[src/rtl/seq_decoder_pkg.sv]
// Shared types and helpers for the seq_decoder slice.
// Scan FSM states are only used when DEC_SCAN_EN is defined.
package seq_decoder_pkg;

    typedef enum logic {StIdle, StScan} scan_state_e;

    localparam int unsigned MaxSelW = 6;

    // One-hot of code within a 2**sel_w wide word; callers truncate to their width.
    function automatic logic [63:0] onehot(input logic [MaxSelW-1:0] code,
                                           input int unsigned sel_w);
        logic [63:0] word;
        word = '0;
        if (32'(code) < (32'd1 << sel_w)) begin
            word[code] = 1'b1;
        end
        return word;
    endfunction

endpackage

[src/rtl/dec_scan_ctr.sv]
// SEL_W-bit scan counter for seq_decoder; clear wins over increment.
// Instantiated only when DEC_SCAN_EN is defined.
module dec_scan_ctr #(
    parameter int unsigned SelW = 2
) (
    input  logic            clk,
    input  logic            rst_n,
    input  logic            clr_i,
    input  logic            inc_i,
    output logic [SelW-1:0] cnt_o,
    output logic            last_o
);

    logic [SelW-1:0] cnt_q, cnt_d;

    always_comb begin
        cnt_d = cnt_q;
        if (clr_i) begin
            cnt_d = '0;
        end else if (inc_i) begin
            cnt_d = cnt_q + 1'b1;
        end
    end

    always_ff @(posedge clk or negedge rst_n) begin
        if (!rst_n) begin
            cnt_q <= '0;
        end else begin
            cnt_q <= cnt_d;
        end
    end

    assign cnt_o  = cnt_q;
    assign last_o = &cnt_q;

endmodule

[src/rtl/seq_decoder.sv]
// Registered select-to-one-hot decoder with valid/ready on both sides.
// Define DEC_SCAN_EN to add the auto-scan FSM (scan_start/scan_busy ports).
module seq_decoder
    import seq_decoder_pkg::*;
#(
    parameter int unsigned SEL_W      = 2,
    parameter bit          ACTIVE_LOW = 1'b0,
    localparam int unsigned OUT_W     = 2 ** SEL_W
) (
    input  logic             clk,
    input  logic             rst_n,
    input  logic             sel_valid,
    output logic             sel_ready,
    input  logic [SEL_W-1:0] sel,
    output logic [OUT_W-1:0] dout,
    output logic             dout_valid,
    input  logic             dout_ready
`ifdef DEC_SCAN_EN
    ,
    input  logic             scan_start,
    output logic             scan_busy
`endif
);

    logic             live_q;
    logic [OUT_W-1:0] dout_q, dout_d;
    logic             dout_valid_q, dout_valid_d;
    logic             load;
    logic [SEL_W-1:0] load_code;
    logic             space;

    assign space = !dout_valid_q || dout_ready;

`ifdef DEC_SCAN_EN
    scan_state_e      state_q, state_d;
    logic [SEL_W-1:0] cnt;
    logic             cnt_last, cnt_clr, cnt_inc;

    always_comb begin
        state_d   = state_q;
        cnt_clr   = 1'b0;
        cnt_inc   = 1'b0;
        sel_ready = 1'b0;
        load      = 1'b0;
        load_code = sel;
        unique case (state_q)
            StIdle: begin
                // A scan request outranks a simultaneous select offer.
                if (scan_start) begin
                    state_d = StScan;
                    cnt_clr = 1'b1;
                end else begin
                    sel_ready = live_q && space;
                    load      = sel_valid && sel_ready;
                end
            end
            StScan: begin
                if (space) begin
                    load      = 1'b1;
                    load_code = cnt;
                    cnt_inc   = 1'b1;
                    if (cnt_last) begin
                        state_d = StIdle;
                    end
                end
            end
        endcase
    end

    always_ff @(posedge clk or negedge rst_n) begin
        if (!rst_n) begin
            state_q <= StIdle;
        end else begin
            state_q <= state_d;
        end
    end

    dec_scan_ctr #(
        .SelW (SEL_W)
    ) u_scan_ctr (
        .clk    (clk),
        .rst_n  (rst_n),
        .clr_i  (cnt_clr),
        .inc_i  (cnt_inc),
        .cnt_o  (cnt),
        .last_o (cnt_last)
    );

    assign scan_busy = (state_q == StScan);
`else
    always_comb begin
        sel_ready = live_q && space;
        load      = sel_valid && sel_ready;
        load_code = sel;
    end
`endif

    always_comb begin
        dout_d       = dout_q;
        dout_valid_d = dout_valid_q;
        if (load) begin
            dout_d       = OUT_W'(onehot(MaxSelW'(load_code), SEL_W));
            dout_valid_d = 1'b1;
        end else if (dout_valid_q && dout_ready) begin
            dout_d       = '0;
            dout_valid_d = 1'b0;
        end
    end

    // live_q keeps sel_ready low until the first edge after reset release.
    always_ff @(posedge clk or negedge rst_n) begin
        if (!rst_n) begin
            live_q       <= 1'b0;
            dout_q       <= '0;
            dout_valid_q <= 1'b0;
        end else begin
            live_q       <= 1'b1;
            dout_q       <= dout_d;
            dout_valid_q <= dout_valid_d;
        end
    end

    assign dout       = dout_q ^ {OUT_W{ACTIVE_LOW}};
    assign dout_valid = dout_valid_q;

endmodule

[config.mk]
export PLATFORM = sky130hd
export DESIGN_NAME = seq_decoder
export DESIGN_NICKNAME = d
export VERILOG_FILES = /design/src/rtl/seq_decoder_pkg.sv /design/src/rtl/dec_scan_ctr.sv /design/src/rtl/seq_decoder.sv
export SDC_FILE = /design/constraint.sdc
export NUM_CORES = 1
export LEC_CHECK = 0
export ABC_AREA = 0
export CORE_AREA = 2 2 39 41
export CTS_CLUSTER_SIZE = 16
export DETAILED_ROUTE_END_ITERATION = 6
export DIE_AREA = 0 0 41 43
export SYNTH_ARGS = -nofsm -noshare
export SYNTH_HDL_FRONTEND = slang
export SYNTH_HIERARCHICAL = 1
export SYNTH_SLANG_ARGS = --single-unit
[constraint.sdc]
create_clock -name clk -period 2.7 [get_ports clk]
set_input_delay 0.54 -clock clk [delete_from_list [all_inputs] [get_ports clk]]
set_output_delay 0.54 -clock clk [all_outputs]
set_load 0.1 [all_outputs]
==> impl_metrics.json <==
{
  "outcome": "complete, no violations",
  "finalPower_uw": 292,
  "max-cap-violations": 0,
  "switching_share_pct": 39.2,
  "synth_cell_types": 11,
  "timing.hold.ws_ns": 0.521,
  "overflow": 0,
  "ys.warnings.count": 6,
  "synthTopCellsByArea": "dfrtp_1 51%, mux2i_1 14%, nand2_1 8.9%, nand2b_4 4.7%, nor2b_4 4.7%",
  "synth_nets": 32,
  "clockRootBuffer": "clkbuf_4",
  "antenna_cells": 0,
  "min_from": "dout[1]$_DFFE_PN0P_",
  "pwr-share-seq_pct": 35.4,
  "fin_nets": 47,
  "core_um2": 1380,
  "vdd_drop_max_mv": 0.184,
  "synth_seq_cells": 6,
  "clk_pin_slew_ns": 0.04,
  "synth_cells": 26,
  "drt_wl_total_um": 505,
  "yosysTopAreaCell": "dfrtp_1",
  "p_switching_uw": 114,
  "routed_via_density": 3.76,
  "setup_tns_ns": 0,
  "arrival_ns": 1.51,
  "drc": 0,
  "grtUsageTotal_pct": 8.37,
  "startpoint": "dout_ready",
  "ctsHtreeMaxLevel": 1,
  "stdcell_count": 55,
  "worstPathMaxFanout": 3,
  "required_ns": 2.16,
  "pwr-share-comb_pct": 36.1,
  "post_cts_buffers": 0,
  "mostFrequentLayoutCell": "nand2_1",
  "max_stage_delay_ns": 0.48,
  "hold_viol": 0,
  "rsz0062_at_grt": "false",
  "fp-row-count": 14,
  "internal-power_uw": 177,
  "finalClockSkew_ns": 0.00421,
  "clock_latency_ns": 0.24,
  "chipHeight_um": 43,
  "cts.sinks": 6,
  "clockBufferDepth": 2,
  "dpl.hpwl_um": 378,
  "die_x_um": 41,
  "grt_pass1_vias": 214,
  "grt_pass1_wl_um": 862,
  "numCtsBuffers": 3,
  "initial_utilization_pct": 21.3,
  "drive_above_1_share_pct": 33.3,
  "cts_tree": "done",
  "powerDensity_nw_per_um2": 672,
  "antenna_found_initial": 0,
  "crit_type": "in2out",
  "place.gp.congestion": 0.634,
  "wl_per_cell_um": 9.18,
  "ant_nets": 0,
  "grt_max_degree": 7,
  "fin_crit_ns": 2.05,
  "setup-violations-final": 0,
  "postCtsHoldBufs": 0,
  "power_frac_clock_pct": 28.5,
  "reg2reg_from": "dout_valid$_DFFE_PN0P_",
  "cts_resized": 0,
  "syn_to_final_growth_pct": 47.0,
  "crit_slowest_cell": "clkdlybuf4s50_1",
  "crit_path_start_kind": "primary input",
  "first_pass_iters": 4,
  "fmax_mhz": 489,
  "avgSynthCellArea_um2": 11.4,
  "endpoint_kind": "primary output",
  "p_leak_uw": 0.000212,
  "finish.utilization_pct": 31.4,
  "crit_chain": "clkdlybuf4s50_1 -> nand2b_4 -> and2_1 -> buf_12",
  "finalMaxSlewViolations": 0,
  "hold_path_class": "reg2reg",
  "syn_area_um2": 295,
  "final_cell_mix": "7 x nand2_1, 6 x dfrtp_1, 5 x clkdlybuf4s50_1, 5 x buf_4, 4 x mux2i_1",
  "portBuffers": 11,
  "drtIter0Drc": 3,
  "dp_cells": 52,
  "vias": 207,
  "dieArea_um2": 1760,
  "yosysTopAreaCellShare_pct": 50.8,
  "min_period_over_period_pct": 75.8,
  "synth_seq_area_share_pct": 50.8,
  "io_pins": 12
}
-- per-layer routing --
| metal | track usage, % | up-vias | wire (um) |
|---|---|---|---|
| met5 | 0 | - | 0 |
| met4 | 10.0 | 0 | 0 |
| met3 | 4.71 | 0 | 54 |
| met2 | 9.69 | 7 | 250 |
| met1 | 9.12 | 94 | 201 |
| li1 | - | 106 | - |
-- critical path, delay by kind of cell --
| family | cells | cell delay [ns] |
|---|---|---|
| buffers and inverters | 2 | 0.66 |
| and+or+nand+nor | 2 | 0.30 |
-- through the flow --
step / area (um^2) / setup WS, ns
after detailed placement: 412 / 0.661
after CTS: 434 / 0.644
after global placement: 412 / 0.650
after global routing: 434 / 0.595
final: 434 / 0.654
after floorplan: 295 / 0.432
-- layout make-up --
class / instances / area, um^2
multi-input combinational: 19 / 134
sequential: 6 / 150
fill: 153 / 950
tap: 16 / 20.0
timing repair buffer: 11 / 108
clock buffer: 3 / 22.5
-- synth_stat cells (all sizes together) --
master	number
and2	1
nand2	8
nand2b	3
nor2b	1
buf	1
conb	1
mux2i	4
dfrtp	6
or2	1
-- power by group through the flow --
stage          Combinational (uW)  Sequential, uW  Clock (uW)
2_1_floorplan                26.4             156           0
3_3_place_gp                  106             104           0
3_5_place_dp                  106             105           0
4_1_cts                       106             103        90.9
5_1_grt                       110             104        97.0
6_report                      105             103        83.2
-- registers in the layout (all words and copies together) (netlist names) --
register	flops
dout_valid	1
live_q	1
dout	4
-- cells by family after synthesis --
family,share of synthesized area (%)
buffers and inverters,3.81
and+or+nand+nor,30.5
other,1.27
DFF,50.8
muxes,13.6
-- final timing paths --
path | end | slack (ns) | depth (start not counted)
worst max-delay path | sel_ready | 0.65 | 4
worst min-delay path | dout[1]$_DFFE_PN0P_ | 0.52 | 2
worst max register to register | dout[2]$_DFFE_PN0P_ | 1.70 | 3
worst min register to register | dout[1]$_DFFE_PN0P_ | 0.52 | 2
max in group asynchronous | dout[2]$_DFFE_PN0P_ | 1.95 | 1
min in group asynchronous | dout_valid$_DFFE_PN0P_ | 0.54 | 1
(Power assumes the default switching activity.)
